==> config.mk <==
export PLATFORM = sky130hd
export DESIGN_NAME = fifo_link_tx
export DESIGN_NICKNAME = d
export VERILOG_FILES = /design/src/rtl/fifo_link_tx.sv
export SDC_FILE = /design/constraint.sdc
export NUM_CORES = 1
export LEC_CHECK = 0
export CELL_PAD_IN_SITES_DETAIL_PLACEMENT = 0
export CELL_PAD_IN_SITES_GLOBAL_PLACEMENT = 2
export CORE_UTILIZATION = 25
export DETAILED_ROUTE_END_ITERATION = 10
export GPL_TIMING_DRIVEN = 0
export PLACE_DENSITY = 0.84
export SLEW_MARGIN = 15
export SYNTH_ARGS = -nofsm -noshare
export SYNTH_HDL_FRONTEND = slang
export SYNTH_SLANG_ARGS = --single-unit
export TNS_END_PERCENT = 30
==> constraint.sdc <==
create_clock -name clk -period 2.05 [get_ports clk]
set_input_delay 0.41 -clock clk [delete_from_list [all_inputs] [get_ports clk]]
set_output_delay 0.41 -clock clk [all_outputs]
set_load 0.02 [all_outputs]
==> src/rtl/fifo_link_tx.sv <==
// fifo_link_tx: credit-based link transmitter draining a local FIFO onto an inter-PE link.
//
// Ports:
//   clk, rstN          clock and asynchronous active-low reset
//   enable             level, 1 = transmit tokens
//   drainReq           pulse, request orderly stop (send out, wait for all credits back)
//   fifoData/fifoEmpty head token and empty flag of the local FIFO
//   fifoRead           combinational pop strobe to the local FIFO
//   linkValid/linkData registered token on the link
//   creditReturn       pulse, remote consumer freed one slot
//   credits            free slots in the remote FIFO
//   busy               running or draining
//   drained            one-cycle pulse when a drain completes
//   creditErr          sticky, credit returned while already at full credit
module fifo_link_tx #(
    parameter int DATA_SIZE = 8,
    parameter int CREDITS   = 4,
    parameter int CREDIT_W  = 3
) (
    input  logic                 clk,
    input  logic                 rstN,
    input  logic                 enable,
    input  logic                 drainReq,
    input  logic [DATA_SIZE-1:0] fifoData,
    input  logic                 fifoEmpty,
    output logic                 fifoRead,
    output logic                 linkValid,
    output logic [DATA_SIZE-1:0] linkData,
    input  logic                 creditReturn,
    output logic [CREDIT_W-1:0]  credits,
    output logic                 busy,
    output logic                 drained,
    output logic                 creditErr
);
    localparam logic [CREDIT_W-1:0] FULL = CREDIT_W'(CREDITS);

    typedef enum logic [1:0] {IDLE, RUN, DRAIN} state_t;

    state_t                state_q, state_d;
    logic [CREDIT_W-1:0]   credits_q, credits_d;
    logic                  valid_q;
    logic [DATA_SIZE-1:0]  data_q;
    logic                  drained_q, err_q;
    logic                  send, bad_ret, drain_done;

    always_comb begin
        send       = state_q != IDLE && !fifoEmpty && credits_q != '0;
        // a return at full credit with no send in flight has no token to pay for
        bad_ret    = creditReturn && !send && credits_q == FULL;
        drain_done = state_q == DRAIN && fifoEmpty && credits_q == FULL && !send;
        credits_d  = (send && !creditReturn) ? credits_q - CREDIT_W'(1) :
                     (!send && creditReturn && !bad_ret) ? credits_q + CREDIT_W'(1) : credits_q;
        state_d    = state_q;
        unique case (state_q)
            IDLE:    state_d = enable ? RUN : IDLE;
            RUN:     state_d = drainReq ? DRAIN : (enable ? RUN : IDLE);
            DRAIN:   state_d = drain_done ? IDLE : DRAIN;
            default: state_d = IDLE;
        endcase
    end

    always_ff @(posedge clk or negedge rstN) begin
        if (!rstN) begin
            state_q   <= IDLE;
            credits_q <= FULL;
            valid_q   <= 1'b0;
            data_q    <= '0;
            drained_q <= 1'b0;
            err_q     <= 1'b0;
        end else begin
            state_q   <= state_d;
            credits_q <= credits_d;
            valid_q   <= send;
            data_q    <= send ? fifoData : data_q;
            drained_q <= drain_done;
            err_q     <= err_q | bad_ret;
        end
    end

    assign fifoRead  = send;
    assign linkValid = valid_q;
    assign linkData  = data_q;
    assign credits   = credits_q;
    assign busy      = state_q != IDLE;
    assign drained   = drained_q;
    assign creditErr = err_q;
endmodule

After elaboration in Yosys (flattened, before gate mapping)
Index checks and enable logic that the tools add are counted. Widths: inputs -> output; s select.

Bitwise gates (word level): 1. Reduce and logical (&&, ||, !) cells: 17. Muxes and demuxes: 6. Add/sub/neg operators: 2. Equal/unequal tests: 3.

Operators by type and width (count): $logic_and 1x1->1 (9); $mux 3 (2); $pmux 2 s3 (1); $logic_not 1->1 (4); $mux 2 (2); $reduce_bool 2->1 (2); $add 3x1->3 const B (1); $eq 3x3->1 const B (1); $reduce_bool 3->1 (1); $sub 3x1->3 const B (1); $eq 2x1->1 const B (1); $eq 2x2->1 const B (1); $logic_not 2->1 (1); $mux 1 (1); $or 1x1->1 (1).

Logic and storage cells: 35. Output and inout port bits: 16. Flip-flop bits (word level): 16.

Longest topological paths before layout
Depth after elaboration: 10. Depth in mapped cells: 7. Depth with buffers taken out: 7.

Worst setup path after synthesis
No wires, ideal clock.

Path type: register to register. Start: register credits_q[2] (netlist: credits[2]). End: register credits_q[2] (netlist: credits[2]). Arrival time: 1.896 ns. Cell stages (with the launch flop): 8. Setup slack: 0.073 ns. Clock period less this slack: 1.977 ns. Path through: dfstp_2 -> nor3_1 -> or3_1 -> fa_1 -> nor2b_1 -> nand2_1 -> o31a_1 -> o211ai_1.

Cells in the longest elaborated chain, start to end: 8. Elaborated cells between the ends (all ways): 14. Those cells by class: add/sub (2); eq/ne (1); mux (2); reduce/logical (9).

RTL lines: start, declared (line 40) `logic [CREDIT_W-1:0] credits_q, credits_d;`; start signal, assigned (line 72) `credits_q <= credits_d;`; parallel branches: the longest is 8 deep, another holds $add 3x1->3.

Several ways; the timed one is not identified. The select of a mux whose other input is x is not followed. A chain may end at the register's enable or synchronous reset.

Worst setup path after layout
Start: register credits_q[2] (netlist: credits[2]). End: output port credits[2].

RTL lines: end, declared (line 30) `output logic [CREDIT_W-1:0] credits,`.

No word-level cell between the ends.

==> summary.txt <==
Status: finished clean
Hold Crit Start: fifoEmpty
Pleak: 0.481 nW
Final hold violations: 0
Mux cell area share after synthesis: 14.2%
Die W: 55.4 um
Largest cells by area after synthesis: dfrtp_1 53%, mux2_2 14%, dfstp_2 3.7%
Mapped Cells: 56
Net Sw Power: 0.642 mW
Die Height: 55.4 um
Clk slew on worst S/H paths: 0.09 ns
Cell Area, Synth: 712 um^2
Initial Utilization: 27.5%
GR Overflow Total: 0
Endpoints failing setup: 0
Root buf cell: clkbuf_4
Full die area: 3070 um^2
GR Layer Usage met2: 17.0%
Fin cells: 124
Tot GR Track Use: 9.97%
Sw Share: 37.5%
Routability cong.: 0.711
Core Area: 2590 um^2
GR Layer Usage met3: 3.75%
Flop pwr share: 33.3%
Post-layout util: 43.8%
Power Density: 1510 nW/um^2
Setup WS pre-CTS: -0.416 ns
Max IR drop VDD: 0.623 mV
Final Critical Period: 1.99 ns
R2r startpoint: credits[2]
Share of the synthesized area in the top cell type: 52.7%
DR pass1 iterations: 2
CTS Sinks: 16
Vias in the first global route: 556
First-pass GRT wire length: 2420 um
GR peak layer: met2
Post-DRT Antenna Nets: 0
Via count: 563
IO buf count: 29
DRC: 0
Area after DPL: 1040 um^2
Worst setup EP type: output pin
Ant. Diodes: 0
DP HPWL: 1000 um
Worst-Margin Slew: 0.717 ns
Register area share after synthesis: 56.4%
Critical path launch point: credits[2]
Post-Syn Area per Cell: 12.7 um^2
Placed insts: 115
Clock power share: 10.0%
Synth Area in Compound Gates: 10.4%
Internal: 1.07 mW
Max cap viols: 0
Startpoint Class: flip-flop
Synthesized-area fraction occupied by adder cells: 2.81%
Final net count: 110
CP arrival: 1.58 ns
# fillers: 259
Met1 usage: 11.4%
Seq cells post-synth: 16
Fin Hold WS: 0.436 ns
Setup CP Type: reg -> out
RSZ-0062 raised after global routing: false
Io pins: 30
Slew HR: 52.1%
Clk Latency, worst-skew pair: 0.28 ns
Routed WL: 1430 um
Synth Net Count: 71
Setup TNS: 0 ns
Area leader, netlist: dfrtp_1
Crit Path Max Fanout: 5
Worst path required time: 1.64 ns
Distinct cells, synth: 24
Share of layout cells above drive strength 1: 29.8%
Vias per inst: 4.54
Max Slew Vio Count: 0
FP Rows: 18
Synth Warn #: 0
Violation count after the first detailed-route iteration: 1
Cts hold-fix bufs: 0
Period utilization: 97.3%
Comb power frac: 56.6%
Main combinational cell family by area after synthesis: multiplexers
Largest net degree at the start of global routing: 17
CTS tree: built
Initial antenna violation count: 0
Clock skew: 0.00309 ns
Final Instance Area: 1130 um^2
CTS Buf Count: 3
Total Power: 1.71 mW
Hold Path Class: in -> reg
Xor/xnor share of the synthesized area: 1.23%
Fin worst setup slack: 0.0552 ns
WL/cell: 11.5 um
CTS max path bufs: 2
Maximum clock rate: 0.501 GHz
Simple logic cell fraction of the synthesized area: 11.2%
Layout area overhead: 59.2%
Htree depth: 1
==> timing repair <==
item                                    CTS  global route
endpoints found under the setup margin    2             2
pin swaps                                 0             4
resized for setup                         7             4
buffers inserted                          0             5
==> sequential cells by signal, indices dropped and copies added (netlist names) <==
name / flops
drained: 1
state_q: 2
linkData: 8
credits: 3
linkValid: 1
creditErr: 1
==> power by group through the flow <==
stage          sequential [mW]  combinational (mW)  clock, mW
2_1_floorplan            0.726               0.357          0
3_3_place_gp             0.575               0.886          0
3_5_place_dp             0.575               0.896          0
4_1_cts                  0.576               0.909      0.179
5_1_grt                  0.592                1.04      0.196
6_report                 0.570               0.969      0.172
==> layout make-up <==
cell class	count	area, um^2	share of cell area (%)
inverters	4	15.0	1.32
multi-input cells	35	307	27.0
well taps	30	37.5	3.31
flip-flops and latches	16	403	35.5
plain buffers	1	11.3	0.993
repair buffers	34	334	29.5
clock buffers	4	26.3	2.32
==> cell families after synthesis <==
kind of cell / Yosys count
buffers and inverters: 5
xor gates and xnor gates: 1
AOI/OAI and AO/OA: 9
and+or+nand+nor: 15
adders and majority gates: 1
muxes: 9
DFF: 16
==> routing by layer <==
layer / share of wire [%] / routed length [um]
met1: 42 / 598
met2: 50 / 713
met3: 7.3 / 105
met4: 0.77 / 11
met5: 0 / 0
==> Yosys cell counts <==
master,number
o21bai_2,1
o21ai_0,2
xnor2_1,1
nand2_1,3
a21bo_2,1
o31a_1,1
or2b_1,1
inv_1,4
a41o_1,1
nor2_2,1
nand3_1,1
o211ai_1,2
nor3_1,1
fa_1,1
nor2_1,3
nand2b_1,2
buf_6,1
nor2b_1,1
mux2_2,9
and3b_1,1
dfrtp_1,15
dfstp_2,1
or3_1,1
a22o_1,1
==> critical path, stage by stage (launching register included) <==
cell and delay [ns]:
dfstp_2 0.57, buf_4 0.14, clkdlybuf4s50_1 0.60
==> layout by cell type, fill, tap and decap left out, types with 2 or more instances in the layout <==
master and instances:
mux2_2 9, clkdlybuf4s50_1 26, nor2_1 3, nand2b_1 2, clkbuf_4 3, dlymetal6s2s_1 2
o211ai_1 2, nand2_1 3, dfrtp_1 14, o21ai_0 2, inv_1 4, buf_4 5
==> final timing paths <==
check,to,slack (ns),depth (start not counted)
min,drained,0.44,3
max reg2reg,credits[2],0.14,7
max in group asynchronous,state_q[1],1.00,1
max,credits[2],0.06,2
min reg2reg,creditErr,0.48,1
min in group asynchronous,credits[0],0.55,1
(Power assumes the default switching activity.)
